==> config.mk <==
export PLATFORM = sky130hd
export DESIGN_NAME = csrng_ctr_sequencer
export DESIGN_NICKNAME = d
export VERILOG_FILES = /design/src/rtl/csrng_pkg.sv /design/src/rtl/csrng_ctr_outbuf.sv /design/src/rtl/csrng_ctr_sequencer.sv
export SDC_FILE = /design/constraint.sdc
export NUM_CORES = 1
export LEC_CHECK = 0
export ABC_AREA = 1
export CAP_MARGIN = 20
export CELL_PAD_IN_SITES_DETAIL_PLACEMENT = 0
export CELL_PAD_IN_SITES_GLOBAL_PLACEMENT = 1
export CORE_AREA = 2 2 469 471
export DETAILED_ROUTE_END_ITERATION = 6
export DIE_AREA = 0 0 471 473
export PLACE_DENSITY = 0.35
export SYNTH_ARGS = -nofsm -noshare
export SYNTH_HDL_FRONTEND = slang
export SYNTH_SLANG_ARGS = --single-unit
==> constraint.sdc <==
create_clock -name clk_i -period 3.2 [get_ports clk_i]
set_input_delay 0.64 -clock clk_i [delete_from_list [all_inputs] [get_ports clk_i]]
set_output_delay 0.64 -clock clk_i [all_outputs]
set_load 0.005 [all_outputs]
==> src/rtl/csrng_pkg.sv <==
// csrng_pkg: shared types for the CSRNG counter sequencer.
// The FSM state encoding is sparse (pairwise Hamming distance >= 3) so that a
// single upset lands on an illegal code, which the sequencer treats as Error.
package csrng_pkg;

    localparam int unsigned CtrStateW = 6;

    typedef enum logic [CtrStateW-1:0] {
        CtrIdle  = 6'b000000,
        CtrIssue = 6'b000111,
        CtrWait  = 6'b111000,
        CtrDone  = 6'b011011,
        CtrError = 6'b101101
    } ctr_state_e;

endpackage

==> src/rtl/csrng_ctr_outbuf.sv <==
// csrng_ctr_outbuf: one-entry registered genbits buffer.
// Used by csrng_ctr_sequencer only when CALIPTRA_CSRNG_CTRSEQ_OUTBUF_EN is defined.
// A push into a full buffer is only legal in the same cycle the entry pops;
// the sequencer guarantees that through its benc_rdy_o gating.
module csrng_ctr_outbuf #(
    parameter int BlkLen  = 128,
    parameter int StateId = 4
) (
    input  logic               clk_i,
    input  logic               rst_i,
    input  logic               clr_i,
    input  logic               push_i,
    input  logic [BlkLen-1:0]  data_i,
    input  logic [StateId-1:0] id_i,
    input  logic               rdy_i,
    output logic               vld_o,
    output logic [BlkLen-1:0]  data_o,
    output logic [StateId-1:0] id_o,
    output logic               empty_o
);

    logic               vld_q, vld_d;
    logic [BlkLen-1:0]  data_q, data_d;
    logic [StateId-1:0] id_q, id_d;

    // Next-state: pop on a consumed beat, then a push (if any) overrides.
    always_comb begin
        vld_d  = vld_q;
        data_d = data_q;
        id_d   = id_q;
        if (vld_q && rdy_i) begin
            vld_d  = 1'b0;
            data_d = '0;
            id_d   = '0;
        end
        if (push_i) begin
            vld_d  = 1'b1;
            data_d = data_i;
            id_d   = id_i;
        end
    end

    // Buffer register; reset or disable empties it.
    always_ff @(posedge clk_i) begin
        if (rst_i || clr_i) begin
            vld_q  <= 1'b0;
            data_q <= '0;
            id_q   <= '0;
        end else begin
            vld_q  <= vld_d;
            data_q <= data_d;
            id_q   <= id_d;
        end
    end

    assign vld_o   = vld_q;
    assign data_o  = data_q;
    assign id_o    = id_q;
    assign empty_o = !vld_q;

endmodule

==> src/rtl/csrng_ctr_sequencer.sv <==
// csrng_ctr_sequencer: CTR-mode block sequencer for CSRNG generate commands.
// Takes one command (key, V, block count), issues nblk counter-incremented V
// blocks to the block-encrypt stage and streams the encrypted results out.
// Optional feature macro: CALIPTRA_CSRNG_CTRSEQ_OUTBUF_EN adds a registered
// one-entry genbits buffer; without it the result path is combinational.
//
// Handshakes: a transfer happens on a rising edge where valid/req and
// ready are both high; a raised request holds its payload until accepted.
// benc_ack_i is only asserted while benc_rdy_o is high.
module csrng_ctr_sequencer
    import csrng_pkg::*;
#(
    parameter int Cmd     = 3,
    parameter int StateId = 4,
    parameter int BlkLen  = 128,
    parameter int KeyLen  = 256,
    parameter int CtrLen  = 32,
    parameter int NumBlkW = 13
) (
    input  logic                 clk_i,
    input  logic                 rst_i,
    input  logic                 enable_i,
    input  logic                 req_i,
    output logic                 rdy_o,
    input  logic [KeyLen-1:0]    key_i,
    input  logic [BlkLen-1:0]    v_i,
    input  logic [Cmd-1:0]       cmd_i,
    input  logic [StateId-1:0]   id_i,
    input  logic [NumBlkW-1:0]   nblk_i,
    output logic                 benc_req_o,
    input  logic                 benc_rdy_i,
    output logic [KeyLen-1:0]    benc_key_o,
    output logic [BlkLen-1:0]    benc_v_o,
    output logic [Cmd-1:0]       benc_cmd_o,
    output logic [StateId-1:0]   benc_id_o,
    input  logic                 benc_ack_i,
    output logic                 benc_rdy_o,
    input  logic [BlkLen-1:0]    benc_v_i,
    input  logic [Cmd-1:0]       benc_cmd_i,
    input  logic [StateId-1:0]   benc_id_i,
    output logic                 genbits_vld_o,
    input  logic                 genbits_rdy_i,
    output logic [BlkLen-1:0]    genbits_o,
    output logic [StateId-1:0]   genbits_id_o,
    output logic                 done_o,
    output logic [BlkLen-1:0]    done_v_o,
    output logic [StateId-1:0]   done_id_o,
    output logic                 err_o,
    output logic [CtrStateW-1:0] dbg_state_o
);

`ifdef CALIPTRA_CSRNG_CTRSEQ_OUTBUF_EN
    localparam bit HasOutBuf = 1'b1;
`else
    localparam bit HasOutBuf = 1'b0;
`endif

    ctr_state_e         state_q, state_d;
    logic [KeyLen-1:0]  key_q, key_d;
    logic [BlkLen-1:0]  v_q, v_d;
    logic [Cmd-1:0]     cmd_q, cmd_d;
    logic [StateId-1:0] id_q, id_d;
    logic [NumBlkW-1:0] rem_q, rem_d;

    logic              accept;
    logic              push;
    logic              sink_rdy;
    logic              buf_empty;
    logic [BlkLen-1:0] v_src;
    logic [BlkLen-1:0] v_inc;

    assign accept = req_i && enable_i && !rst_i;

    // Counter step: only the low CtrLen bits wrap, the rest of V is untouched.
    always_comb begin
        v_inc = {v_src[BlkLen-1:CtrLen], v_src[CtrLen-1:0] + CtrLen'(1)};
    end

    // FSM next-state and handshake outputs.
    always_comb begin
        state_d    = state_q;
        key_d      = key_q;
        v_d        = v_q;
        cmd_d      = cmd_q;
        id_d       = id_q;
        rem_d      = rem_q;
        v_src      = v_q;
        rdy_o      = 1'b0;
        benc_req_o = 1'b0;
        benc_rdy_o = 1'b0;
        push       = 1'b0;
        done_o     = 1'b0;
        err_o      = 1'b0;
        case (state_q)
            CtrIdle: begin
                rdy_o = enable_i && !rst_i;
                v_src = v_i;
                if (accept) begin
                    key_d = key_i;
                    cmd_d = cmd_i;
                    id_d  = id_i;
                    rem_d = nblk_i;
                    if (nblk_i == '0) begin
                        v_d     = v_i;
                        state_d = CtrDone;
                    end else begin
                        v_d     = v_inc;
                        state_d = CtrIssue;
                    end
                end
            end
            CtrIssue: begin
                benc_req_o = 1'b1;
                if (benc_rdy_i) state_d = CtrWait;
            end
            CtrWait: begin
                // rem_q == 0 here only while the output buffer drains.
                benc_rdy_o = (rem_q != '0) && sink_rdy;
                if (rem_q == '0) begin
                    if (buf_empty) state_d = CtrDone;
                end else if (benc_ack_i) begin
                    if ((benc_id_i != id_q) || (benc_cmd_i != cmd_q)) begin
                        state_d = CtrError;
                    end else begin
                        push  = 1'b1;
                        rem_d = rem_q - NumBlkW'(1);
                        if (rem_q == NumBlkW'(1)) begin
                            state_d = HasOutBuf ? CtrWait : CtrDone;
                        end else begin
                            v_d     = v_inc;
                            state_d = CtrIssue;
                        end
                    end
                end
            end
            CtrDone: begin
                done_o  = 1'b1;
                state_d = CtrIdle;
            end
            CtrError: begin
                err_o = 1'b1;
            end
            default: begin
                state_d = CtrError;
            end
        endcase
    end

    // State and command registers; disable behaves like reset.
    always_ff @(posedge clk_i) begin
        if (rst_i || !enable_i) begin
            state_q <= CtrIdle;
            key_q   <= '0;
            v_q     <= '0;
            cmd_q   <= '0;
            id_q    <= '0;
            rem_q   <= '0;
        end else begin
            state_q <= state_d;
            key_q   <= key_d;
            v_q     <= v_d;
            cmd_q   <= cmd_d;
            id_q    <= id_d;
            rem_q   <= rem_d;
        end
    end

    assign benc_key_o  = key_q;
    assign benc_v_o    = v_q;
    assign benc_cmd_o  = cmd_q;
    assign benc_id_o   = id_q;
    assign done_v_o    = done_o ? v_q : '0;
    assign done_id_o   = done_o ? id_q : '0;
    assign dbg_state_o = state_q;

`ifdef CALIPTRA_CSRNG_CTRSEQ_OUTBUF_EN
    csrng_ctr_outbuf #(
        .BlkLen  (BlkLen),
        .StateId (StateId)
    ) u_outbuf (
        .clk_i   (clk_i),
        .rst_i   (rst_i),
        .clr_i   (!enable_i),
        .push_i  (push),
        .data_i  (benc_v_i),
        .id_i    (id_q),
        .rdy_i   (genbits_rdy_i),
        .vld_o   (genbits_vld_o),
        .data_o  (genbits_o),
        .id_o    (genbits_id_o),
        .empty_o (buf_empty)
    );
    assign sink_rdy = buf_empty || genbits_rdy_i;
`else
    // Pass-through: a result is only accepted when the consumer can take it.
    assign buf_empty     = 1'b1;
    assign sink_rdy      = genbits_rdy_i;
    assign genbits_vld_o = push;
    assign genbits_o     = push ? benc_v_i : '0;
    assign genbits_id_o  = push ? id_q : '0;
`endif

endmodule

==> metrics.txt, run 1 <==
wire per inst=25.9 µm; most frequent cells after synthesis=nand3_1, nand2_1, nor2_1, dfxtp_1, inv_1; vias in the first global route=25,200; CP max-delay cell=clkdlybuf4s50_1; CP Data Required Time=2.56 ns; first-pass iteration count of the detailed router=5; fraction of layout cells with a size suffix above 1=0.155; sequential area share after synthesis=0.422; violated checks=negative setup slack; num rows=172; initial drt markers=1,383; nature of the critical path startpoint=input pin; EDFF count, synth=0; initial antenna violation count=122; Tot GR Track Use=0.157; crit path cell chain=clkdlybuf4s50_1 -> xor2_1 -> nor3_4 -> buf_6 -> nand2_4 -> nor2_4 -> nand3_4 -> buf_12 -> buf_8 -> buf_6 -> buf_6 -> buf_8 -> nor2_4 -> buf_12; GP Congestion=0.793; Post-Syn Area=0.0195 mm²; largest family of logic cells by synthesized area=simple AND/OR/NAND/NOR gates; dominant cell type by area after synthesis=dfxtp_1; total routed wirelength=185,000 µm; CP Data Arrival Time=2.89 ns; fraction of synthesized area in multiplexers=0; Final Critical Period=3.53 ns; simple-gate area share of the yosys netlist=0.360; Cells after Synth=2,897; total power draw=29,600 µW; XOR/XNOR share of the synthesized area=0.00405; first-pass GRT wire length=238,000 µm; Yosys cell types=42; DP HPWL=149,000 µm; cell family with most CP delay=buffers and inverters; clock latency at the later pin of the worst-skew pair=0.68 ns; Port Buffer Count=1,212; Worst-Margin Slew=0.998 ns; most used cell, CP=buf_6; DRC=0; Synth Area in Compound Gates=0.0998; synth-to-layout area growth=106%; Die Span Y=473 µm; Reg clk slew, reported paths=0.06 ns; VDD IR-drop max=0.000391 V; grt total ovfl=0; Avg Synthesized Cell Area=6.72 µm²; skew final=0.0274 ns; unrepaired setup endpoints after global routing=true; Buffers & Inverters on Critical Path=8; top_reg_cell synth=dfxtp_1; CP peak stage delay=0.46 ns; top cells by area, synth=dfxtp_1, nand3_1, nand2_1; Placed Instance Area=0.0363 mm²; starting density of the core=0.0892; synthesis-stage register bit count=410; total negative setup slack=-18.73 ns; Max Buffers Root-to-Sink=3; Max Cap Violations=0; final instance area=0.0401 mm²; Worst Hold Class=input pin to flip-flop; Syn. warnings=0; Worst Setup Slack, final=-0.335 ns; Worst Setup Path Type=input pin to output port; Pwr Density=738 mW/mm²; Final setup viols=132; Final Cycle Share=1.10; largest net degree at the start of global routing=160; clock root cell=clkbuf_16; chip width=471 µm; Synth Area in Adders=0.00257; Vias per Instance=3.57; Max transition margin=0.334; post-synthesis async set-or-reset flop share=0; fill count=24,800; final net count=4,745; number of H-tree levels=3; I/O pin cnt=1,213; most frequent cell after synthesis=nand3_1; hold_ws=0.341 ns; DR vias=25,400; Yosys top cell area share=0.422; core area=0.218 mm²; CTS tree=done; CP Max Fanout=8; DIE AREA=0.223 mm²; Final Hold Viols=0; status=finished, violations left; clock sinks=410; Mapped Nets=3,447; leakage power=0.0176 µW; CP Capture Type=output port; antenna-violating nets left=0; Num CTS Buffers=66; Slew Limit Fails=0; fmax=283 MHz
-- registers in the layout, summed over array words and instances (netlist names) --
name         flops
benc_key_o     256
rem_q           13
dbg_state_o      6
benc_cmd_o       3
benc_id_o        4
benc_v_o       128
-- area by class of cell --
class	count	area (µm²)	area share
clock inverters	20	260	0.00649
flip-flops and latches	410	8220	0.205
repair buffers	1456	15100	0.376
repair inverters	3	33.8	0.000842
diodes	21	52.6	0.00131
multi-input cells	1942	9750	0.243
inverters	316	1220	0.0304
well taps	2871	3590	0.0895
clock buffers	95	1890	0.0471
-- power breakdown --
group	internal, µW	switching (µW)	leakage (µW)	total, µW
registers	6320	1380	0.00333	7710
logic	5990	8440	0.0132	14400
clock network	4380	3100	0.00106	7470
total	16700	12900	0.0176	29600
-- routing by layer --
metal / global-route usage / routed length [µm] / up-vias
met1: 0.186 / 75300 / 12000
li1: - / - / 12100
met5: 0 / 264 / -
met2: 0.264 / 89500 / 1082
met3: 0.0581 / 15900 / 293
met4: 0.0397 / 4000 / 40
-- worst min-delay path, stage by stage --
cell     delay, ns
buf_8         0.15
nand3_1       0.11
nand2_1       0.05
-- layout by cell type, fill, tap and decap left out, types with 4 or more instances in the layout --
cell	count
a211oi_1	96
a21oi_1	69
a311oi_1	4
a31oi_1	4
buf_12	83
buf_2	47
buf_4	164
buf_6	21
buf_8	15
clkbuf_1	16
clkbuf_16	77
clkbuf_2	39
clkbuf_8	13
clkdlybuf4s15_2	5
clkdlybuf4s50_1	963
clkinv_2	10
dfxtp_1	404
dfxtp_2	6
diode_2	21
dlygate4sd2_1	11
dlymetal6s2s_1	95
ha_1	4
inv_1	308
inv_2	4
nand2_1	481
nand2_2	6
nand3_1	581
nand4_1	40
nor2_1	333
nor2_2	67
nor2_4	67
o211ai_1	4
o21ai_0	106
o21ai_1	40
xor2_1	6
-- stage by stage --
| step | util | instances | setup WS [ns] |
|---|---|---|---|
| CTS | 0.179 | 7060 | -0.593 |
| global placement | 0.166 | 6922 | -0.926 |
| detailed placement | 0.166 | 6922 | -0.893 |
| global route | 0.184 | 7124 | -0.474 |
| finish | 0.184 | 7134 | -0.335 |
| floorplan | - | 2897 | 0.643 |
-- logic make-up after synthesis --
group	count (synthesis)
compound gates	330
xor+xnor	9
fa+ha+maj	4
buf+inv	545
flops	410
simple gates	1599
-- timing repair --
item	in CTS	in global routing
setup buffers	20	44
setup endpoints to repair	262	229
resized for setup	279	375
gates cloned	3	14
endpoints found under the hold margin	0	0
pin swaps	9	18
hold buffers	0	0
-- path summary, 6_finish.rpt --
check                          startpoint                            to  slack [ns]  cells past startpoint
max                         benc_cmd_i[1]                 genbits_o[89]       -0.33                     14
min                                 req_i  benc_key_o[195]$_SDFFE_PP0P_        0.34                      3
max reg2reg         rem_q[9]$_SDFFE_PP0P_     benc_v_o[77]$_SDFFE_PP0P_        0.33                     15
min reg2reg  benc_key_o[117]$_SDFFE_PP0P_  benc_key_o[117]$_SDFFE_PP0P_        0.46                      2
(Power assumes the default switching activity.)
==> run 2, diff against run 1 <==
--- a/config.mk
+++ b/config.mk
@@ -12,6 +12,7 @@
 export CORE_AREA = 2 2 469 471
 export DETAILED_ROUTE_END_ITERATION = 6
 export DIE_AREA = 0 0 471 473
+export MAX_ROUTING_LAYER = met4
 export PLACE_DENSITY = 0.35
 export SYNTH_ARGS = -nofsm -noshare
 export SYNTH_HDL_FRONTEND = slang
==> metrics.txt, run 2 (synthesis results as in run 1) <==
wire per inst=25.8 µm (-0.43%); final net count=4,744 (-0.021%); CP Capture Type=output port; Vias per Instance=3.54 (-0.71%); Reg-to-Reg Start=rem_q[9]$_SDFFE_PP0P_; Worst Setup Path Type=input pin to output port; Final setup viols=146 (+11%); synth-to-layout area growth=106% (about the same); core area=0.218 mm² (unchanged); Die Span Y=473 µm (unchanged); grt total ovfl=0 (unchanged); Critical Path Start=benc_cmd_i[1]; Util after Layout=0.184 (about the same); number of H-tree levels=3 (unchanged); total routed wirelength=185,000 µm (-0.13%); Buffers & Inverters on Critical Path=8 (unchanged); Reg clk slew, reported paths=0.06 ns (about the same); most frequent cells in the layout=clkdlybuf4s50_1, nand3_1, nand2_1; violated checks=negative setup slack; CP Data Required Time=2.56 ns (about the same); antenna-violating nets left=0 (unchanged); Tot GR Track Use=0.161 (+0.00448); leakage power=0.0178 µW (+0.70%); CP peak stage delay=0.46 ns (about the same); Slew Limit Fails=0 (unchanged); commonest non-fill, non-tap cell in the layout=clkdlybuf4s50_1; max FFs per register=256 (unchanged); Final Critical Period=3.54 ns (+0.00486 ns); Pwr Density=737 mW/mm² (-0.10%); CP max-delay cell=clkdlybuf4s50_1; vias in the first global route=25,300 (+0.28%); clock latency at the later pin of the worst-skew pair=0.68 ns (about the same); Max Cap Violations=0 (unchanged); most used cell, CP=buf_6; clock root cell=clkbuf_16; total power draw=29,600 µW (about the same); Final Cycle Share=1.11 (+0.00152); crit path cell chain=clkdlybuf4s50_1 -> xor2_1 -> nor3_4 -> buf_6 -> nand2_4 -> nor2_4 -> nand3_4 -> buf_12 -> buf_8 -> buf_6 -> buf_6 -> buf_8 -> nor2_4 -> buf_12; first-pass GRT wire length=238,000 µm (about the same); initial antenna violation count=124 (+1.6%); DP HPWL=149,000 µm (unchanged); startpoint of the worst hold path=req_i; Worst Setup Slack, final=-0.340 ns (-0.00486 ns); nature of the critical path startpoint=input pin; DIE AREA=0.223 mm² (unchanged); Max Buffers Root-to-Sink=3 (unchanged); fill count=24,800 (-0.024%); final std cells w/o fill=7,156 (+0.31%); status=finished, violations left; initial drt markers=1,331 (-3.8%); cell total after placement=6,922 (unchanged); VDD IR-drop max=0.000392 V (+0.15%); Final Hold Viols=0 (unchanged); Worst-Margin Slew=0.974 ns (-0.0242 ns); DRC=0 (unchanged); unrepaired setup endpoints after global routing=true; skew final=0.0260 ns (-0.00136 ns); CP Max Fanout=8 (unchanged); CTS tree=done; num rows=172 (unchanged); first-pass iteration count of the detailed router=7 (+2); Num CTS Buffers=66 (unchanged); CP Data Arrival Time=2.90 ns (about the same); hold_ws=0.345 ns (+0.00419 ns); Hold Buf Count CTS=0 (unchanged); clock sinks=410 (unchanged); cell family with most CP delay=buffers and inverters; Worst Hold Class=input pin to flip-flop; fraction of layout cells with a size suffix above 1=0.153 (-0.00209); largest net degree at the start of global routing=160 (unchanged); Port Buffer Count=1,212 (unchanged); I/O pin cnt=1,213 (unchanged); DR vias=25,300 (-0.40%); fmax=283 MHz (-0.14%); Max transition margin=0.351 (+0.0162); starting density of the core=0.0892 (unchanged); chip width=471 µm (unchanged); GP Congestion=0.805 (+1.4%); post-place setup slack=-0.893 ns (unchanged)
run 2: cell types whose count changed in the layout (fill, tap and decap cells not counted):
cell / before / now
diode_2: 21 / 44
buf_12: 83 / 81
clkdlybuf4s50_1: 963 / 958
clkbuf_16: 77 / 78
buf_4: 164 / 165
buf_2: 47 / 42
nor2_1: 333 / 339
nor2_4: 67 / 63
clkbuf_2: 39 / 42
dlymetal6s2s_1: 95 / 102
nor2_2: 67 / 65
inv_8: 3 / 2
run 2: final cells by class:
type                       count  area, µm²  share of cell area
timing repair inverter         2       22.5            0.000561
clock inverter                20        260             0.00648
sequential                   410       8220               0.205
inverter                     316       1220              0.0304
clock buffer                  95       1890              0.0471
antenna                       44        110             0.00274
tap                         2871       3590              0.0895
timing repair buffer        1456      15100               0.377
multi-input combinational   1942       9720               0.242
run 2: worst register-to-register path, delay by kind of cell, from the launching register on:
kind	cells	cell delay, ns
AO/OA/AOI/OAI	2	0.54
buffers and inverters	5	0.72
flip-flops	1	0.37
AND/OR/NAND/NOR	8	1.12
run 2: through the flow:
stage / instance area (µm²) / setup TNS (ns)
3_3_place_gp: 36300 / -158.10
2_1_floorplan: 19500 / 0
4_1_cts: 39000 / -63.89
3_5_place_dp: 36300 / -146.97
6_report: 40100 / -19.72
5_1_grt: 40100 / -42.93
run 2: path summary, 6_finish.rpt:
path	slack, ns	cells past startpoint	to
hold reg to reg	0.46	2	benc_key_o[198]$_SDFFE_PP0P_
hold / removal	0.34	3	benc_key_o[195]$_SDFFE_PP0P_
setup / recovery	-0.34	14	genbits_o[89]
setup reg to reg	0.38	15	benc_v_o[80]$_SDFFE_PP0P_
run 2: routing by layer:
layer / wire length (µm) / track usage
met4: 4210 / 0.0421
met1: 76400 / 0.187
met5: 0 / -
met2: 89000 / 0.263
met3: 15100 / 0.0560
run 2: report_power, final:
| part | internal (µW) | switching (µW) | leakage [µW] | total (µW) |
|---|---|---|---|---|
| sequential | 6320 | 1380 | 0.00333 | 7710 |
| combinational | 5990 | 8420 | 0.0134 | 14400 |
| clock | 4380 | 3110 | 0.00106 | 7490 |
run 2: repair_timing:
| action | in CTS | in global routing |
|---|---|---|
| gates resized for setup | 279 | 363 |
| endpoints found under the hold margin | 0 | 0 |
| cloned | 3 | 13 |
| endpoints found under the setup margin | 262 | 234 |
| pin swaps | 9 | 18 |
| buffers inserted | 20 | 44 |
